<file path="src/rtl/ttl_pkg.sv">
// Shared definitions for the TTL-style counter model library: direction
// encoding and a ceiling-log2 helper used for elaboration-time parameter checks.
package ttl_pkg;

    // Direction encoding on the D_U pin.
    localparam logic DIR_UP   = 1'b0;
    localparam logic DIR_DOWN = 1'b1;

    // Ceiling log2 over a 64-bit value, so that 2**32 moduli are representable.
    // ttl_clog2(1) = 0, ttl_clog2(2) = 1, ttl_clog2(16) = 4, ttl_clog2(17) = 5.
    function automatic int unsigned ttl_clog2(input longint unsigned value);
        int unsigned     result;
        longint unsigned remain;
        result = 32'd0;
        remain = (value == 64'd0) ? 64'd0 : (value - 64'd1);
        for (int i = 0; i < 64; i++) begin
            if (remain != 64'd0) begin
                result = result + 32'd1;
            end
            remain = remain >> 1;
        end
        return result;
    endfunction

endpackage : ttl_pkg

</file>
<file path="src/rtl/ttl_counter_n.sv">
// Parametrised synchronous presettable modulo-N counter with optional up/down
// mode and 74163-style ENP/ENT/RCO cascading. Q is registered; RCO is a purely
// combinational function of Q, ENT and the effective direction so that a chain
// of identical instances advances on a single edge.
module ttl_counter_n #(
    parameter int              WIDTH   = 4,
    parameter longint unsigned MODULUS = 64'd1 << WIDTH,
    parameter bit              DIR_EN  = 1'b1
) (
    input  logic             CLK,
    input  logic             RST,
    input  logic             LOAD_n,
    input  logic             ENP,
    input  logic             ENT,
    input  logic             D_U,
    input  logic [WIDTH-1:0] D,
    output logic [WIDTH-1:0] Q,
    output logic             RCO
);
    import ttl_pkg::*;

    // Highest legal count; both the up-wrap point and the down-wrap target.
    localparam logic [WIDTH-1:0] MAX_Q  = WIDTH'(MODULUS - 64'd1);
    localparam logic [WIDTH-1:0] ZERO_Q = {WIDTH{1'b0}};
    localparam logic [WIDTH-1:0] ONE_Q  = {{(WIDTH-1){1'b0}}, 1'b1};

    // Reject widths outside 1..32 and moduli outside 2..2**WIDTH at elaboration.
    if ((WIDTH < 1) || (WIDTH > 32) || (MODULUS < 64'd2) ||
        (ttl_clog2(MODULUS) > WIDTH)) begin : g_bad_params
        $error("ttl_counter_n: illegal WIDTH=%0d / MODULUS=%0d", WIDTH, MODULUS);
    end

    logic [WIDTH-1:0] r_q;
    logic [WIDTH-1:0] w_q_next;
    logic [WIDTH-1:0] w_load_val;
    logic             w_dir;
    logic             w_tc;
    logic             w_load_in_range;

    // Up-only builds ignore the direction pin entirely.
    assign w_dir = DIR_EN ? D_U : DIR_UP;

    // Out-of-range load data clamps to the top of the count range.
    assign w_load_in_range = (64'(D) < MODULUS);
    assign w_load_val      = w_load_in_range ? D : MAX_Q;

    // Terminal count: last state before wrapping in the current direction.
    assign w_tc = (w_dir == DIR_DOWN) ? (r_q == ZERO_Q) : (r_q == MAX_Q);

    // Next-state selection: load beats count beats hold (reset handled in the register).
    always_comb begin
        w_q_next = r_q;
        if (LOAD_n == 1'b0) begin
            w_q_next = w_load_val;
        end else if ((ENP == 1'b1) && (ENT == 1'b1)) begin
            if (w_dir == DIR_DOWN) begin
                w_q_next = (r_q == ZERO_Q) ? MAX_Q : (r_q - ONE_Q);
            end else begin
                w_q_next = (r_q == MAX_Q) ? ZERO_Q : (r_q + ONE_Q);
            end
        end else begin
            w_q_next = r_q;
        end
    end

    // Count register with synchronous active-high reset taking top priority.
    always_ff @(posedge CLK) begin
        if (RST) begin
            r_q <= ZERO_Q;
        end else begin
            r_q <= w_q_next;
        end
    end

    assign Q   = r_q;
    assign RCO = ENT & w_tc;

endmodule : ttl_counter_n

</file>
<file path="config.mk">
export PLATFORM = sky130hd
export DESIGN_NAME = ttl_counter_n
export DESIGN_NICKNAME = d
export VERILOG_FILES = /design/src/rtl/ttl_pkg.sv /design/src/rtl/ttl_counter_n.sv
export SDC_FILE = /design/constraint.sdc
export NUM_CORES = 1
export LEC_CHECK = 0
export ABC_AREA = 1
export BUFFER_PORTS_ARGS = -buffer_cell sky130_fd_sc_hd__buf_4
export CAP_MARGIN = 20
export CORE_AREA = 3 3 40 42
export CTS_CLUSTER_DIAMETER = 50
export DETAILED_ROUTE_END_ITERATION = 8
export DIE_AREA = 0 0 43 45
export SLEW_MARGIN = 20
export SYNTH_ARGS = -nofsm -noshare
export SYNTH_HDL_FRONTEND = slang
export SYNTH_SLANG_ARGS = --single-unit
</file>
<file path="constraint.sdc">
create_clock -name CLK -period 3.8 [get_ports CLK]
set_clock_uncertainty 0.2 [all_clocks]
set_input_delay 1.14 -clock CLK [delete_from_list [all_inputs] [get_ports CLK]]
set_output_delay 1.14 -clock CLK [all_outputs]
set_load 0.02 [all_outputs]
</file>
==> Flow_metrics.wiki <==
{| class="wikitable"
! Metric !! Value
|-
| Share of flip-flops with an asynchronous set or reset || 0%
|-
| Cell area after synthesis || 364 um2
|-
| Outcome || finished, final reports clean
|-
| Drt drc || 0
|-
| Routed wire per std cell || ~10 um
|-
| Cell types with the highest counts after synthesis || sky130_fd_sc_hd__nand2_1 (19), sky130_fd_sc_hd__inv_1 (7), sky130_fd_sc_hd__nand3_1 (7)
|-
| Critical Path Fanout Max || 5
|-
| Synthesized instance count || 56
|-
| Category of the critical setup timing path || input pin to output port
|-
| Final setup violation count || 0
|-
| Power density relative to cell area || 299 nW/um2
|-
| Peak clock frequency supported by timing || about 0.32 GHz
|-
| Number of antenna violations at the first check in global routing || 0
|-
| First-pass GRT wire length || between 1000 and 1500 um
|-
| Clock buffer depth || 2
|-
| Data arrival, critical path || 1.81 ns
|-
| Effective utilization at floorplan || between 20% and 30%
|-
| Dominant synthesized flop cell || sky130_fd_sc_hd__dfxtp_1
|-
| Tightest slew margin relative to the limit || between 70% and 80%
|-
| Min-delay worst type || flip-flop to flip-flop
|-
| Worst setup EP type || output port
|-
| Fin. Hold Viols || 0
|-
| Number of buffers added to fix hold violations after cts || 0
|-
| Setup slack, reg-to-reg || about 2.2 ns
|-
| Number of flip-flops in the largest register || 4
|-
| Number of cells after detailed placement || 84
|-
| Post-synthesis area per instance || between 6 and 7 um2
|-
| Fill cell total of the finished layout || ~140
|-
| Count of flip-flops with a built-in enable after synthesis || 0
|-
| DP Wirelength || 729 um
|-
| Layout cell share with drive strength beyond 1 || roughly 28%
|-
| Fin. max-slew vios || 0
|-
| DIE AREA || ~1900 um2
|-
| RSZ-0062 raised after global routing || false
|-
| Largest net degree at the start of global routing || 10
|-
| FF+latch count, synth || 4
|-
| Aggregate global-route resource usage || around a tenth
|-
| Cell types with the largest area share after synthesis || sky130_fd_sc_hd__dfxtp_1 (22%), sky130_fd_sc_hd__nand2_1 (20%), sky130_fd_sc_hd__nand3_1 (9.6%), sky130_fd_sc_hd__inv_1 (7.2%), sky130_fd_sc_hd__ha_1 (6.9%)
|-
| YS warnings || 0
|-
| Max IR drop VDD || 0.0000696 V
|-
| Via-to-Cell Ratio || between 4 and 5
|-
| Uppermost routed layer || met3
|-
| Period utilisation layout || around 83%
|-
| Standard cell area after detailed placement || 477 um2
|-
| Most common cell in the netlist || sky130_fd_sc_hd__nand2_1
|-
| Core footprint || ~1300 um2
|-
| Post-detailed-routing wire length || between 800 and 900 um
|-
| Die outline height || between 40 and 50 um
|-
| Count of max-cap constraint violations || 0
|-
| Cts bufs inserted || 3
|-
| Final cell area excluding filler cells || about 500 um2
|-
| Final core occ || between 30% and 40%
|-
| Sequential element share of the synthesized area || between 20 and 25%
|-
| Met1 WL || a little under 400 um
|-
| Horiz. Die Dim || about 43 um
|-
| Via count of the first global-routing pass || approximately 380
|-
| Cell type contributing the most total cell area after synthesis || sky130_fd_sc_hd__dfxtp_1
|-
| Overflow left after global routing || 0
|-
| Footprint of the multi-input gates || roughly 250 um2
|-
| CTS clock-pin slew for the worst setup and hold paths || about 0.040 ns
|-
| Worst-Margin Slew || approximately 0.37 ns
|-
| First-iteration detailed-routing DRC count || 6
|-
| Placer's final routability congestion estimate || between 0.8 and 0.9
|-
| Area share of the largest cell type after synthesis || approximately 22%
|-
| # nets final || 86
|-
| Clock Root Buffer || sky130_fd_sc_hd__clkbuf_4
|-
| Count of different cell masters after synthesis || 15
|-
| CTS HTree Levels || 1
|-
| Total of cells resized after clock tree synthesis || 0
|-
| Sum of negative setup slack || 0 ns
|-
| Clock period minus final worst setup slack || ~3.1 ns
|-
| Total area of sequential cells || roughly 80 um2
|-
| Leak Pwr || roughly 0.24 nW
|-
| Total power draw || approximately 0.15 mW
|-
| Detail Route Antenna Nets || 0
|-
| Number of nets produced by synthesis || ~70
|-
| Floorplan row count || 13
|-
| Data required time of the worst path || 2.46 ns
|-
| # IOs || 15
|-
| Met2 routed wirelength || ~450 um
|-
| Count of placed standard cells in the final layout, fillers left out || slightly below 90
|-
| Layout area overhead || 37.1%
|-
| Clock latency reported for the late side of the worst-skew pair || about 0.23 ns
|-
| Count of input and output buffers || 14
|-
| Buffers inserted during post-CTS setup optimization || 0
|-
| CTS tree || built
|-
| Number of clock sinks || 4
|-
| Total inserted antenna cells || 0
|-
| Drt first pass iters || 4
|-
| Routed met3 length || roughly 44 um
|-
| Kind of start point of the critical path || input pin
|-
| Routed via count || ~410
|}
-- layer usage --
metal	GRT usage, %	up-vias
met2	17.1	11
met4	7.23	0
met3	0.398	0
met1	11.8	177
li1	-	220
met5	0	-
-- cells in the final DEF, fill, tap and decap left out, drive strengths merged --
cell,synthesis,layout
nand2,19,19
a21boi,1,1
a31oi,3,3
xor2,2,2
inv,7,7
clkbuf,0,3
nand3,7,7
nand4,3,3
ha,2,2
nor2,4,4
buf,1,14
dfxtp,4,4
a21oi,3,3
-- power by group --
group	leakage, nW	internal (mW)	switching [mW]	total (mW)
Sequential	0.0331	0.0454	0.00748	0.0529
Clock	0.0138	0.0352	0.0150	0.0502
Combinational	0.196	0.0221	0.0239	0.0460
Total	0.243	0.103	0.0464	0.149
-- stage by stage --
stage / worst slack (ns) / hold slack [ns]
final: 0.654 / 0.381
after global routing: 0.565 / 0.412
after CTS: 0.648 / 0.385
after detailed placement: 0.658 / 0.379
after global placement: 0.646 / 0.383
after floorplan: 0.627 / 0.407
-- cell families (layout without fill, tap and decap cells) --
| logic type | count (synthesis) | in the layout | synth area share, % |
|---|---|---|---|
| AOI/OAI and AO/OA | 7 | 7 | 15.5 |
| xor gates and xnor gates | 2 | 2 | 4.81 |
| adders and majority gates | 2 | 2 | 6.87 |
| buffers and inverters | 8 | 24 | 10.3 |
| DFF | 4 | 4 | 22.0 |
| and+or+nand+nor | 33 | 33 | 40.5 |
-- cell type report --
cell class                 count  area share, %
sequential                     4           16.0
inverter                       7           5.26
clock buffer                   3           4.51
tap                           15           3.76
timing repair buffer          14           21.1
multi-input combinational     44           49.4
-- path summary, 6_finish.rpt --
kind	startpoint	end	cells past startpoint
setup / recovery	D_U	RCO	5
hold reg to reg	Q[3]	Q[3]	2
hold / removal	Q[3]	Q[3]	2
setup reg to reg	Q[0]	Q[3]	8
-- worst max-delay path, stage by stage --
cell and delay, ns:
sky130_fd_sc_hd__buf_4 0.13, sky130_fd_sc_hd__inv_1 0.08, sky130_fd_sc_hd__nand4_1 0.09, sky130_fd_sc_hd__a21boi_0 0.20
sky130_fd_sc_hd__buf_4 0.17
Power figures use the tool's default switching activity.
